`config.mk`:
```
export PLATFORM = sky130hd
export DESIGN_NAME = wavetable_reader
export DESIGN_NICKNAME = d
export VERILOG_FILES = /design/src/rtl/wavetable_reader.sv
export SDC_FILE = /design/constraint.sdc
export NUM_CORES = 1
export LEC_CHECK = 0
export CORE_MARGIN = 5
export CORE_UTILIZATION = 50
export CTS_CLUSTER_SIZE = 24
export DETAILED_ROUTE_END_ITERATION = 10
export HOLD_SLACK_MARGIN = 0.02
export PLACE_DENSITY = 0.7
export SETUP_SLACK_MARGIN = 0.4
export SYNTH_ARGS = -nofsm -noshare
export SYNTH_HDL_FRONTEND = slang
export SYNTH_SLANG_ARGS = --single-unit
```
`constraint.sdc`:
```
create_clock -name clk_clk -period 8.44 [get_ports clk_clk]
set_input_delay 1.266 -clock clk_clk [delete_from_list [all_inputs] [get_ports clk_clk]]
set_output_delay 1.266 -clock clk_clk [all_outputs]
set_load 0.02 [all_outputs]
```
`src/rtl/wavetable_reader.sv`:
```
// Wavetable oscillator: per sample tick, fetch two adjacent table words from a
// 1-cycle-latency memory, linearly interpolate them, and offer the result on valid/ready.
module wavetable_reader #(
  parameter int ADDR_W  = 8,
  parameter int DATA_W  = 16,
  parameter int PHASE_W = 24
) (
  input  logic                clk_clk,
  input  logic                reset_reset,
  input  logic                enable,
  input  logic                sample_tick,
  input  logic [PHASE_W-1:0]  phase_inc,
  output logic [ADDR_W-1:0]   mem_address,
  output logic                mem_chipselect,
  output logic                mem_clken,
  output logic                mem_write,
  output logic [DATA_W-1:0]   mem_writedata,
  output logic [1:0]          mem_byteenable,
  input  logic [DATA_W-1:0]   mem_readdata,
  output logic [DATA_W-1:0]   sample_out,
  output logic                sample_valid,
  input  logic                sample_ready,
  output logic                busy,
  output logic                overrun
);

  localparam int FRAC_W = 8;
  localparam int DIFF_W = DATA_W + 1;
  localparam int PROD_W = DIFF_W + FRAC_W + 1;

  typedef enum logic [2:0] {IDLE, RD0, RD1, CAP, INTERP, OUT} state_t;

  state_t                     state_q, state_d;
  logic [PHASE_W-1:0]         phase_acc_q, phase_acc_d;
  logic [ADDR_W-1:0]          addr_q, addr_d;
  logic                       cs_q, cs_d;
  logic                       valid_q, valid_d;
  logic                       overrun_q, overrun_d;
  logic [FRAC_W-1:0]          frac_q, frac_d;
  logic signed [DATA_W-1:0]   s0_q, s0_d, s1_q, s1_d;
  logic signed [DATA_W-1:0]   sample_q, sample_d;
  logic                       tick_en;

  // s0 + floor((s1 - s0) * f / 256); the result lies between s0 and s1, so no saturation.
  function automatic logic signed [DATA_W-1:0] lerp(input logic signed [DATA_W-1:0] a,
                                                    input logic signed [DATA_W-1:0] b,
                                                    input logic [FRAC_W-1:0]        f);
    logic signed [DIFF_W-1:0] diff;
    logic signed [PROD_W-1:0] diff_x, f_x, prod, sum;
    diff   = {b[DATA_W-1], b} - {a[DATA_W-1], a};
    diff_x = {{(PROD_W-DIFF_W){diff[DIFF_W-1]}}, diff};
    f_x    = $signed({{(PROD_W-FRAC_W){1'b0}}, f});
    prod   = diff_x * f_x;
    sum    = (prod >>> FRAC_W) + {{(PROD_W-DATA_W){a[DATA_W-1]}}, a};
    return sum[DATA_W-1:0];
  endfunction

  assign tick_en = enable && sample_tick;

  always_comb begin
    state_d     = state_q;
    phase_acc_d = phase_acc_q;
    addr_d      = addr_q;
    cs_d        = cs_q;
    valid_d     = valid_q;
    overrun_d   = overrun_q;
    frac_d      = frac_q;
    s0_d        = s0_q;
    s1_d        = s1_q;
    sample_d    = sample_q;
    case (state_q)
      IDLE: begin
        if (tick_en) begin
          phase_acc_d = phase_acc_q + phase_inc;
          addr_d      = phase_acc_q[PHASE_W-1 -: ADDR_W];
          frac_d      = phase_acc_q[PHASE_W-ADDR_W-1 -: FRAC_W];
          cs_d        = 1'b1;
          state_d     = RD0;
        end
      end
      RD0: begin
        addr_d  = addr_q + ADDR_W'(1);
        state_d = RD1;
      end
      RD1: begin
        s0_d    = mem_readdata;
        cs_d    = 1'b0;
        state_d = CAP;
      end
      CAP: begin
        s1_d    = mem_readdata;
        state_d = INTERP;
      end
      INTERP: begin
        sample_d = lerp(s0_q, s1_q, frac_q);
        valid_d  = 1'b1;
        state_d  = OUT;
      end
      OUT: begin
        if (valid_q && sample_ready) begin
          valid_d = 1'b0;
          state_d = IDLE;
        end
      end
      default: state_d = IDLE;
    endcase
    // Any enabled tick outside IDLE is dropped and flagged.
    if (tick_en && state_q != IDLE) overrun_d = 1'b1;
  end

  always_ff @(posedge clk_clk) begin
    if (reset_reset) begin
      state_q     <= IDLE;
      phase_acc_q <= '0;
      addr_q      <= '0;
      cs_q        <= 1'b0;
      sample_q    <= '0;
      valid_q     <= 1'b0;
      overrun_q   <= 1'b0;
    end else begin
      state_q     <= state_d;
      phase_acc_q <= phase_acc_d;
      addr_q      <= addr_d;
      cs_q        <= cs_d;
      sample_q    <= sample_d;
      valid_q     <= valid_d;
      overrun_q   <= overrun_d;
    end
  end

  always_ff @(posedge clk_clk) begin
    frac_q <= frac_d;
    s0_q   <= s0_d;
    s1_q   <= s1_d;
  end

  assign mem_address    = addr_q;
  assign mem_chipselect = cs_q;
  assign mem_clken      = cs_q;
  assign mem_write      = 1'b0;
  assign mem_writedata  = '0;
  assign mem_byteenable = 2'b11;
  assign sample_out     = sample_q;
  assign sample_valid   = valid_q;
  assign busy           = (state_q != IDLE);
  assign overrun        = overrun_q;

endmodule

```
Yosys cells after proc, flatten, opt, wreduce, memory -nomap -nowiden --
Index checks and enable logic that the tools add are counted. W data, S select, Z words.
Word-level totals: register bits after elaboration 94, input bits 45, output and inout port bits 48, word-level logic and storage cells 44
Operators by class: add/subtract/negate cells 4, $mul 1, eq/ne operators 7, muxes and demuxes 9, reduce and logical (&&, ||, !) cells 13
Operators with widths (number):
- $add A24 B24 Y24 | 1
- $mul A17 B9 Y24 | 1
- $pmux W3 S6 | 1
- $sub A16 B16 Y17 | 1
- $add A16 B16 Y16 | 1
- $pmux W8 S2 | 1
- $reduce_and A2 Y1 | 5
- $add A8 B1 Y8 const B | 1
- $mux W8 | 1
- $eq A3 B2 Y1 const B | 2
- $eq A3 B3 Y1 const B | 2
- $mux W3 | 2
- $reduce_bool A2 Y1 | 3
- $ne A2 B2 Y1 const B | 2
- $pmux W1 S2 | 2
- $eq A3 B1 Y1 const B | 1
- $logic_and A1 B1 Y1 | 3
- $logic_not A3 Y1 | 1
- $reduce_bool A3 Y1 | 1
- $mux W1 | 2

Longest topological paths before layout --
Gate-level depths: netlist of the first run.
word-level depth 3, mapped depth 35

Worst setup path before layout of the first run --
No wires, ideal clock.
path kind flip-flop to flip-flop, start point register s0_q[0], end point register sample_q[15], in the netlist sample_out[15], setup time 0.084 ns, arrival 7.403 ns, required time 8.356 ns, setup slack 0.953 ns, cell stages (with the launch flop) 34, period minus slack after synthesis 7.487 ns, path through edfxtp_1 -> ha_1 -> fa_1 -> nor2b_1 -> o2111ai_1 -> a41oi_1 -> o21ai_1 -> nand2b_1 -> a21oi_1 -> xnor2_1 -> nand2_1 -> fa_1 -> inv_1 -> fa_1 -> fa_1 -> inv_1 -> fa_1 -> inv_1 -> ha_1 -> o21a_1 -> o221ai_1 -> a31o_2 -> a31oi_1 -> a41o_2 -> o21a_1 -> o21ai_1 -> a21oi_1 -> ha_1 -> or3_1 -> o21ai_0 -> a31o_1 -> xnor2_2 -> xnor3_1 -> o31ai_2
Between the ends: word-level cells in the longest chain between the ends 3
RTL lines:
- from (decl) | line 40 | logic signed [DATA_W-1:0] s0_q, s0_d, s1_q, s1_d;
- from (signal assigned) | line 133 | s0_q <= s0_d;
- $sub A16 B16 Y17 | line 50 | diff = {b[DATA_W-1], b} - {a[DATA_W-1], a};
- $mul A17 B9 Y24 | line 53 | prod = diff_x * f_x;
- $add A16 B16 Y16 (*) | line 54 | sum = (prod >>> FRAC_W) + {{(PROD_W-DATA_W){a[DATA_W-1]}}, a};
- to (signal assigned) | line 125 | sample_q <= sample_d;
- to (decl) | line 41 | logic signed [DATA_W-1:0] sample_q, sample_d;
Mark *: on every way between the ends. The rest lies on a longest branch, timed or not. A chain may end at the register's enable or synchronous reset.

Worst setup path after layout of the first run --
Same ends and word-level chain as after synthesis.

==> results of run 1 <==
[per-layer routing]
metal | vias up | routed length [µm]
li1 | 4159 | -
met1 | 4101 | 11940
met2 | 217 | 11220
met3 | 25 | 1604
met4 | 0 | 274
met5 | - | 0
[worst max-delay path: cells and delay by family (launching register included)]
| family | cells | cell delay [ns] |
|---|---|---|
| fa+ha+maj | 8 | 3.27 |
| xor+xnor | 3 | 0.49 |
| simple gates | 4 | 0.70 |
| compound gates | 15 | 2.32 |
| flops | 1 | 0.40 |
| buf+inv | 5 | 0.43 |
[metrics by stage]
stage	instance area (µm²)	util
after floorplan	10770	-
after global placement	11600	0.5503
after detailed placement	11600	0.5503
after CTS	11990	0.5684
after global routing	12350	0.5856
final	12350	0.5856
[flip-flops by register name, indices dropped and copies added (netlist names)]
register and cells:
sample_valid 1, phase_acc_q 24, overrun 1, mem_chipselect 1
state_q 3, s0_q 16, s1_q 16, frac_q 8
sample_out 16, mem_address 8
[cell type report]
type                       count  area (µm²)
multi-input combinational    895        7740
clock inverter                 6       116.4
sequential                    94        2282
fill                        1837        8740
tap                          275       344.1
inverter                     186       698.2
timing repair buffer         100       928.4
clock buffer                  10       239.0
[kinds of logic (layout without fill, tap and decap cells)]
kind of cell	after synthesis	count (layout)	synth area share
fa+ha+maj	204	204	0.3119
mux	12	12	0.01192
other cells	2	19	0.0007012
buf+inv	247	302	0.09720
xor+xnor	54	54	0.04615
simple gates	386	386	0.1782
compound gates	220	220	0.1409
flops	94	94	0.2131
[worst max path at each step]
stage | start | to | depth (start not counted)
2_1_floorplan | s0_q[0] | sample_out[15] | 33
4_1_cts | s0_q[0] | sample_out[15] | 33
5_1_grt | s0_q[0] | sample_out[15] | 35
3_5_place_dp | s0_q[1] | sample_out[15] | 35
6_report | s0_q[0] | sample_out[15] | 35
3_3_place_gp | s0_q[1] | sample_out[15] | 35
[synthesized netlist by cell type, types with 19 or more instances]
| library cell | number | share of area |
|---|---|---|
| sky130_fd_sc_hd__nor2b_1 | 19 | 0.011 |
| sky130_fd_sc_hd__edfxtp_1 | 40 | 0.11 |
| sky130_fd_sc_hd__a21oi_1 | 69 | 0.032 |
| sky130_fd_sc_hd__fa_1 | 105 | 0.20 |
| sky130_fd_sc_hd__nand2_1 | 139 | 0.049 |
| sky130_fd_sc_hd__and2_1 | 36 | 0.021 |
| sky130_fd_sc_hd__clkbuf_1 | 28 | 0.0098 |
| sky130_fd_sc_hd__ha_1 | 99 | 0.12 |
| sky130_fd_sc_hd__buf_4 | 20 | 0.014 |
| sky130_fd_sc_hd__nor2_1 | 60 | 0.021 |
| sky130_fd_sc_hd__nor3_1 | 21 | 0.0098 |
| sky130_fd_sc_hd__dfxtp_1 | 54 | 0.10 |
| sky130_fd_sc_hd__inv_1 | 186 | 0.065 |
| sky130_fd_sc_hd__nand3_1 | 30 | 0.014 |
| sky130_fd_sc_hd__o21ai_0 | 20 | 0.0093 |
| sky130_fd_sc_hd__nand2b_1 | 19 | 0.011 |
| sky130_fd_sc_hd__xnor2_1 | 39 | 0.032 |
[what timing repair did]
item                       4_1_cts  5_1_grt
setup buffers                    0       14
pin swaps                        0       28
resized for setup                6       51
setup endpoints to repair        3        6
==> parameters.txt, run 1 <==
Parameter                              Value

Timing
  Final Hold Violating Endpoints    0
  Slew HR    0.3169
  Final critical delay including setup and external delays    7.729 ns
  Fmax    0.1294 GHz
  Final setup fails    0
  Final critical-path share of the clock period    0.9158
  Total Neg Setup Slack    0 ns
  Slew Limit Fails    0
  Worst hold slack across all endpoints    0.4607 ns
  Worst-Margin Slew    1.023 ns
  Skew final    0.009895 ns
  Unrepaired setup endpoints after global routing    no
  Post-layout worst setup margin    0.7111 ns

Setup path
  Endpoint of the lowest-slack register-to-register path    sample_out[15]
  CP required    8.69 ns
  Startpoint Class    flop
  Start of the worst register-to-register path    s0_q[0]
  Critical Path AT    7.98 ns
  Critical-path top delay cell    sky130_fd_sc_hd__fa_1
  Setup slack of the worst register-to-register path    0.71 ns
  Critical setup path kind    flop to flop
  Crit-path most repeated cell    sky130_fd_sc_hd__fa_1
  CP max stage delay    0.59 ns
  FF-to-FF path depth    35
  Maximum fanout encountered on the critical timing path    5
  Worst Setup End Kind    flop

Global route
  Gr busiest metal    met2
  Largest net degree at the start of global routing    66
  Vias in the first global route    8247
  Remaining Overflow, GRT    0
  Met2 usage in global routing    0.3078
  M3 GR Usage    0.04591
  Overall Global Routing Usage    0.2045
  Initial antenna violation count    0
  Wire length of the first global-routing pass    41.09 mm
  Met1 track demand over resource    0.3078

Yosys
  Flop and latch count out of synthesis    94
  Area of the mapped netlist    10710 µm²
  Sequential area share after synthesis    0.2131
  Count of flip-flops with a built-in enable after synthesis    40
  Yosys warns    0
  Average instance area after synthesis    8.786 µm²
  Cells after synthesis    1219
  Commonest register cell after synthesis    sky130_fd_sc_hd__dfxtp_1
  Synth cell types    78
  Async set-reset flop share out of synthesis    0

Floorplanning
  Count of boundary I/O pins    93
  Effective utilization at floorplan    0.5079
  CORE AREA    21090 µm²
  Overall die height    156.4 µm
  Area of the die    24450 µm²
  Std-Cell Rows    53
  Die Span X    156.4 µm

Job
  Max-cap viol count    0

Cells and area
  Number of nets in the layout    1535
  Layout cells sized above 1    0.08675
  Most common library cell in the layout ignoring fill and taps    sky130_fd_sc_hd__inv_1
  Commonest cells after routing, fill and taps aside    sky130_fd_sc_hd__inv_1 (186), sky130_fd_sc_hd__nand2_1 (138), sky130_fd_sc_hd__fa_1 (104)
  Filler-free cell count of the finished design    1566
  Diode insertion count for antenna repair    0
  Synthesis-to-layout area growth    15.29%

CTS
  CTS tree    yes
  Root Driver    sky130_fd_sc_hd__clkbuf_16
  Hold_buf cts    0
  Insertion delay of the later-clocked pin in the worst-skew pair    0.34 ns
  CTS Buffer Depth    2
  Sinks on the clock net    94
  TritonCTS buffer count    9
  CTS H-tree lvls    3
  Clock Pin Slew Worst Setup and Hold Paths    0.07 ns

Place
  Pre-CTS setup slack    0.1503 ns
  Number of cells after detailed placement    1536
  HPWL after detailed placement    19.39 mm
  # port buffers    73
  Final weighted congestion of routability-driven global placement    0.9074

Routing
  Final routed DRC violation total    0
  Routed wirelength normalized by instance count    15.99 µm
  Routed WL    25.03 mm
  Detailed-routing iteration count for the pre-antenna-repair pass    4
  Starting DRC count in detailed routing    439
  Vias post-DR    8502
  Routed via count divided by cell count    5.429
  Antenna viol nets, final    0

Hold path
  Endpoint of the worst hold path    sample_out[12]
  Worst Hold Launch    sample_out[12]
  Count of cells along the worst hold path    2
  Path category of the worst min-delay check    flop to flop

Outcome
  Result of the run    completed
Power of run 1 is left out: the tool's default activity adds up to more than one toggle a clock period on the data nets, which glitch-free logic cannot reach.
==> run 2, diff against run 1 <==
--- a/config.mk
+++ b/config.mk
@@ -12,6 +12,7 @@
 export HOLD_SLACK_MARGIN = 0.02
 export PLACE_DENSITY = 0.7
 export SETUP_SLACK_MARGIN = 0.4
+export SLEW_MARGIN = 25
 export SYNTH_ARGS = -nofsm -noshare
 export SYNTH_HDL_FRONTEND = slang
 export SYNTH_SLANG_ARGS = --single-unit
==> run 2 against run 1 <==
Effect of this change: sequential share of layout area hardly changed; utilization hardly changed; worst hold slack worse by 0.0017 ns; via count is 0.36% higher; non-clock buffer count stayed put; cell area hardly changed; register-to-register slack hardly changed; first-iteration DRC count is 17% higher; cell count stayed put; flip-flop and latch count stayed put; critical endpoint unchanged.
==> parameters.txt, run 2 (synthesized netlist as in run 1, its figures left out) <==
Parameter                              Value

Setup path
  Critical-path top delay cell    sky130_fd_sc_hd__fa_1
  CP max stage delay    0.59 ns (about the same)
  Crit-path most repeated cell    sky130_fd_sc_hd__fa_1
  CP required    8.69 ns (about the same)
  FF-to-FF path depth    35 (unchanged)
  Maximum fanout encountered on the critical timing path    5 (unchanged)
  Startpoint Class    flop
  Start of the worst register-to-register path    s0_q[0]
  Critical path destination    sample_out[15]
  Critical Path AT    7.98 ns (about the same)
  Critical Path Start    s0_q[0]
  Worst Setup End Kind    flop
  Endpoint of the lowest-slack register-to-register path    sample_out[15]
  Setup slack of the worst register-to-register path    0.71 ns (about the same)
  Critical setup path kind    flop to flop

CTS
  Root Driver    sky130_fd_sc_hd__clkbuf_16
  CTS Buffer Depth    2 (unchanged)
  CTS H-tree lvls    3 (unchanged)
  Sinks on the clock net    94 (unchanged)
  TritonCTS buffer count    9 (unchanged)
  Clock Pin Slew Worst Setup and Hold Paths    0.07 ns (about the same)
  CTS tree    yes
  Insertion delay of the later-clocked pin in the worst-skew pair    0.34 ns (about the same)

Cells and area
  Register area    2282 µm² (unchanged)
  Layout cells sized above 1    0.08753 (+0.0007746)
  Filler instances    1838 (+0.054%)
  Most common library cell in the layout ignoring fill and taps    sky130_fd_sc_hd__inv_1
  Number of flip-flops under the largest register name    24 (unchanged)
  Filler-free cell count of the finished design    1566 (unchanged)
  Diode insertion count for antenna repair    0 (unchanged)
  Register with the most flip-flops    phase_acc_q
  Area occupied by multi-input gates    7742 µm² (about the same)
  Synthesis-to-layout area growth    15.32% (about the same)
  Number of nets in the layout    1535 (unchanged)
  Commonest cells after routing, fill and taps aside    sky130_fd_sc_hd__inv_1 (186), sky130_fd_sc_hd__nand2_1 (138), sky130_fd_sc_hd__fa_1 (104)

Floorplanning
  Count of boundary I/O pins    93 (unchanged)
  CORE AREA    21090 µm² (unchanged)
  Die Span X    156.4 µm (unchanged)
  Std-Cell Rows    53 (unchanged)
  Area of the die    24450 µm² (unchanged)
  Overall die height    156.4 µm (unchanged)
  Effective utilization at floorplan    0.5079 (unchanged)

Global route
  Vias in the first global route    8247 (unchanged)
  Overall Global Routing Usage    0.2045 (unchanged)
  Wire length of the first global-routing pass    41.09 mm (unchanged)
  Initial antenna violation count    0 (unchanged)
  Remaining Overflow, GRT    0 (unchanged)
  Largest net degree at the start of global routing    66 (unchanged)

Timing
  Total Neg Setup Slack    0 ns (unchanged)
  Slew HR    0.4534 (+0.1365)
  Slew Limit Fails    0 (unchanged)
  Final critical delay including setup and external delays    7.733 ns (+0.003930 ns)
  Final setup fails    0 (unchanged)
  Fmax    0.1293 GHz (about the same)
  Worst-Margin Slew    0.7971 ns (-0.2254 ns)
  Final Hold Violating Endpoints    0 (unchanged)
  Final critical-path share of the clock period    0.9162 (about the same)
  Skew final    0.009223 ns (-0.0006722 ns)
  Unrepaired setup endpoints after global routing    no

Routing
  Detailed-routing iteration count for the pre-antenna-repair pass    5 (+1)
  Vias post-DR    8533 (+0.36%)
  Routed wirelength normalized by instance count    15.97 µm (about the same)
  Starting DRC count in detailed routing    515 (+17%)
  Routed via count divided by cell count    5.449 (+0.36%)
  Routed WL    25.01 mm (about the same)
  Antenna viol nets, final    0 (unchanged)
  Final routed DRC violation total    0 (unchanged)

Place
  # port buffers    73 (unchanged)
  HPWL after detailed placement    19.39 mm (unchanged)
  Number of cells after detailed placement    1536 (unchanged)
  Final weighted congestion of routability-driven global placement    0.9074 (unchanged)

Hold path
  Path category of the worst min-delay check    flop to flop

Job
  Max-cap viol count    0 (unchanged)

Outcome
  Result of the run    completed
## run 2: what timing repair did
| item | in CTS | in global routing |
|---|---|---|
| setup buffers | 0 | 14 |
| setup endpoints to repair | 3 | 6 |
| resized for setup | 6 | 51 |
| pin swaps | 0 | 28 |
| hold buffers | 0 | 0 |
## run 2: how the worst min path moves through the flow
stage	from	endpoint	slack, ns	cells past startpoint
final	phase_acc_q[5]	phase_acc_q[5]	0.46	2
after global routing	sample_out[4]	sample_out[4]	0.48	2
after CTS	phase_acc_q[5]	phase_acc_q[5]	0.46	2
after detailed placement	sample_out[14]	sample_out[14]	0.44	2
after global placement	sample_out[4]	sample_out[4]	0.44	2
after floorplan	phase_acc_q[11]	frac_q[3]	0.43	0
## run 2: through the flow
stage	setup WS, ns	area [µm²]	utilization	hold WS, ns
6_report	0.7071	12350	0.5857	0.4590
5_1_grt	0.2824	12350	0.5857	0.4784
4_1_cts	0.4013	11990	0.5684	0.4606
3_5_place_dp	0.1503	11600	0.5503	0.4449
3_3_place_gp	0.4124	11600	0.5503	0.4432
2_1_floorplan	0.9527	10770	-	0.4261
## run 2: cell type report
type	instances	area share
Tap cell	275	0.02786
Clock buffer	10	0.01935
Multi-Input combinational cell	895	0.6269
Timing Repair Buffer	100	0.07517
Inverter	186	0.05653
Clock inverter	6	0.009422
Sequential cell	94	0.1848
## run 2: critical path, delay by kind of cell, from the launching register on
kind,cells,cell delay [ns]
and+or+nand+nor,4,0.70
adders and majority gates,8,3.28
AOI/OAI and AO/OA,15,2.32
DFF,1,0.40
xor gates and xnor gates,3,0.49
buffers and inverters,5,0.44
## run 2: per-layer routing
metal,vias to the layer above,share of wire,GRT usage
met1,4135,0.48,0.3078
met4,0,0.011,0.03347
met3,23,0.061,0.04591
li1,4157,-,-
met5,-,0,0
met2,218,0.45,0.3078
Power of run 2 is left out for the same reason.
==> run 3, diff against run 2 <==
--- a/config.mk
+++ b/config.mk
@@ -5,12 +5,14 @@
 export SDC_FILE = /design/constraint.sdc
 export NUM_CORES = 1
 export LEC_CHECK = 0
+export CELL_PAD_IN_SITES_DETAIL_PLACEMENT = 0
+export CELL_PAD_IN_SITES_GLOBAL_PLACEMENT = 1
 export CORE_MARGIN = 5
-export CORE_UTILIZATION = 50
+export CORE_UTILIZATION = 46
 export CTS_CLUSTER_SIZE = 24
 export DETAILED_ROUTE_END_ITERATION = 10
-export HOLD_SLACK_MARGIN = 0.02
-export PLACE_DENSITY = 0.7
+export HOLD_SLACK_MARGIN = 0.15
+export PLACE_DENSITY_LB_ADDON = 0.1
 export SETUP_SLACK_MARGIN = 0.4
 export SLEW_MARGIN = 25
 export SYNTH_ARGS = -nofsm -noshare
==> run 3 against run 2 <==
Effect of this change: global-route usage shrank 0.55 points; non-clock buffer count stayed put; die area rose by 8.1%; first-iteration DRC count fell by 30%; sequential share of layout area up 0.15 points; utilization shrank 4.8 points; wire length rose by 1.1%; critical path depth is 4 lower.
==> parameters.txt, run 3 (synthesized netlist as in run 1, its figures left out) <==
Parameter                              Value

Place
  HPWL after detailed placement    20.01 mm (+3.2%)
  Pre-CTS setup slack    0.3022 ns (+0.1520 ns)
  Number of cells after detailed placement    1579 (+2.8%)
  Final weighted congestion of routability-driven global placement    0.8125 (-10%)
  # port buffers    73 (unchanged)

Cells and area
  Commonest cells after routing, fill and taps aside    sky130_fd_sc_hd__inv_1 (186), sky130_fd_sc_hd__nand2_1 (139), sky130_fd_sc_hd__fa_1 (104)
  Most common library cell in the layout ignoring fill and taps    sky130_fd_sc_hd__inv_1
  Synthesis-to-layout area growth    14.39%
  Final core utilization    0.5379 (-0.04780)
  Layout cells sized above 1    0.07668 (-0.01084)
  Diode insertion count for antenna repair    0 (unchanged)
  Filler-free cell count of the finished design    1604 (+2.4%)
  Number of nets in the layout    1535 (unchanged)
  Number of flip-flops under the largest register name    24 (unchanged)
  Register with the most flip-flops    phase_acc_q

Setup path
  Maximum fanout encountered on the critical timing path    6 (+1)
  Startpoint Class    flop
  Critical setup path kind    flop to flop
  FF-to-FF path depth    31 (-11%)
  CP required    8.69 ns (about the same)
  Critical Path AT    7.91 ns (-0.07 ns)
  Crit-path most repeated cell    sky130_fd_sc_hd__fa_1
  CP max stage delay    0.57 ns (-0.02 ns)
  Worst Setup End Kind    flop
  Critical-path top delay cell    sky130_fd_sc_hd__fa_1

Timing
  Final critical delay including setup and external delays    7.659 ns (-0.07385 ns)
  Unrepaired setup endpoints after global routing    no
  Total Neg Setup Slack    0 ns (unchanged)
  Fmax    0.1306 GHz (+0.96%)
  Worst-Margin Slew    0.8778 ns (+0.08074 ns)
  Slew Limit Fails    0 (unchanged)
  Post-layout worst setup margin    0.7810 ns (+0.07385 ns)
  Final setup fails    0 (unchanged)
  Final critical-path share of the clock period    0.9075 (-0.008750)
  Slew HR    0.4148 (-0.03863)
  Skew final    0.01106 ns (+0.001834 ns)
  Final Hold Violating Endpoints    0 (unchanged)

Global route
  Overall Global Routing Usage    0.1990 (-0.005494)
  Wire length of the first global-routing pass    43.10 mm (+4.9%)
  Vias in the first global route    8507 (+3.2%)
  Initial antenna violation count    0 (unchanged)
  Remaining Overflow, GRT    0 (unchanged)
  Largest net degree at the start of global routing    66 (unchanged)

Routing
  Routed WL    25.28 mm (+1.1%)
  Final routed DRC violation total    0 (unchanged)
  Starting DRC count in detailed routing    363 (-30%)
  Detailed-routing iteration count for the pre-antenna-repair pass    4 (-1)
  Vias post-DR    8193 (-4.0%)
  Routed wirelength normalized by instance count    15.76 µm (-1.3%)
  Antenna viol nets, final    0 (unchanged)
  Routed via count divided by cell count    5.108 (-6.3%)

CTS
  CTS H-tree lvls    3 (unchanged)
  Sinks on the clock net    94 (unchanged)
  Clock Pin Slew Worst Setup and Hold Paths    0.07 ns (about the same)
  TritonCTS buffer count    9 (unchanged)
  CTS tree    yes
  Root Driver    sky130_fd_sc_hd__clkbuf_16
  Insertion delay of the later-clocked pin in the worst-skew pair    0.35 ns (about the same)
  CTS Buffer Depth    2 (unchanged)

Job
  Max-cap viol count    0 (unchanged)

Outcome
  Result of the run    completed

Floorplanning
  Area of the die    26440 µm² (+8.1%)
  Count of boundary I/O pins    93 (unchanged)
  Die Span X    162.6 µm (+4.0%)
  Std-Cell Rows    55 (+3.8%)
  Effective utilization at floorplan    0.4702 (-0.03769)
  CORE AREA    22780 µm² (+8.0%)
  Overall die height    162.6 µm (+4.0%)

Hold path
  Path category of the worst min-delay check    flop to flop
  Count of cells along the worst hold path    2 (unchanged)
## run 3: cell count changes in the layout (fill, tap and decap cells not counted), sizes merged
cell,change
clkinv,+2
inv,+1
bufinv,-2
clkbuf,-1
## run 3: path summary, 6_finish.rpt
| kind | endpoint | slack [ns] | start |
|---|---|---|---|
| min reg2reg | phase_acc_q[5] | 0.46 | phase_acc_q[5] |
| max reg2reg | sample_out[15] | 0.78 | s0_q[0] |
| min | phase_acc_q[5] | 0.46 | phase_acc_q[5] |
| max | sample_out[15] | 0.78 | s0_q[0] |
## run 3: per-layer routing
layer	global-route usage	part of all wire
met1	0.2862	0.50
met2	0.3257	0.46
met3	0.02632	0.035
met4	0.03698	0.011
met5	0	0
## run 3: critical path: cells and delay by family, from the launching register on
kind	cells	cell delay, ns
flip-flops	1	0.40
AND/OR/NAND/NOR	7	1.40
buffers and inverters	3	0.14
AO/OA/AOI/OAI	11	1.98
adder cells (fa/ha/maj)	8	3.30
XOR/XNOR	2	0.36
## run 3: timing repair
action                     in CTS  in global routing
hold buffers                    0                  0
setup endpoints to repair       1                  6
gates cloned                    0                  0
setup buffers                   0                  9
hold endpoints to repair        0                  0
resized for setup               8                 33
pin swaps                       1                 17
## run 3: layout make-up
type,instances,area (µm²)
fillers,2148,10530
multi-input cells,895,7639
flip-flops and latches,94,2282
repair buffers,100,928.4
inverters,186,698.2
well taps,313,391.6
clock buffers,9,225.2
clock inverters,7,87.58
## run 3: metrics by stage
stage,hold slack (ns),cell area [µm²]
after floorplan,0.4261,10770
after global placement,0.4436,11690
after detailed placement,0.4477,11690
after CTS,0.4615,12040
after global routing,0.4727,12250
final,0.4582,12250
Power of run 3 is left out for the same reason.
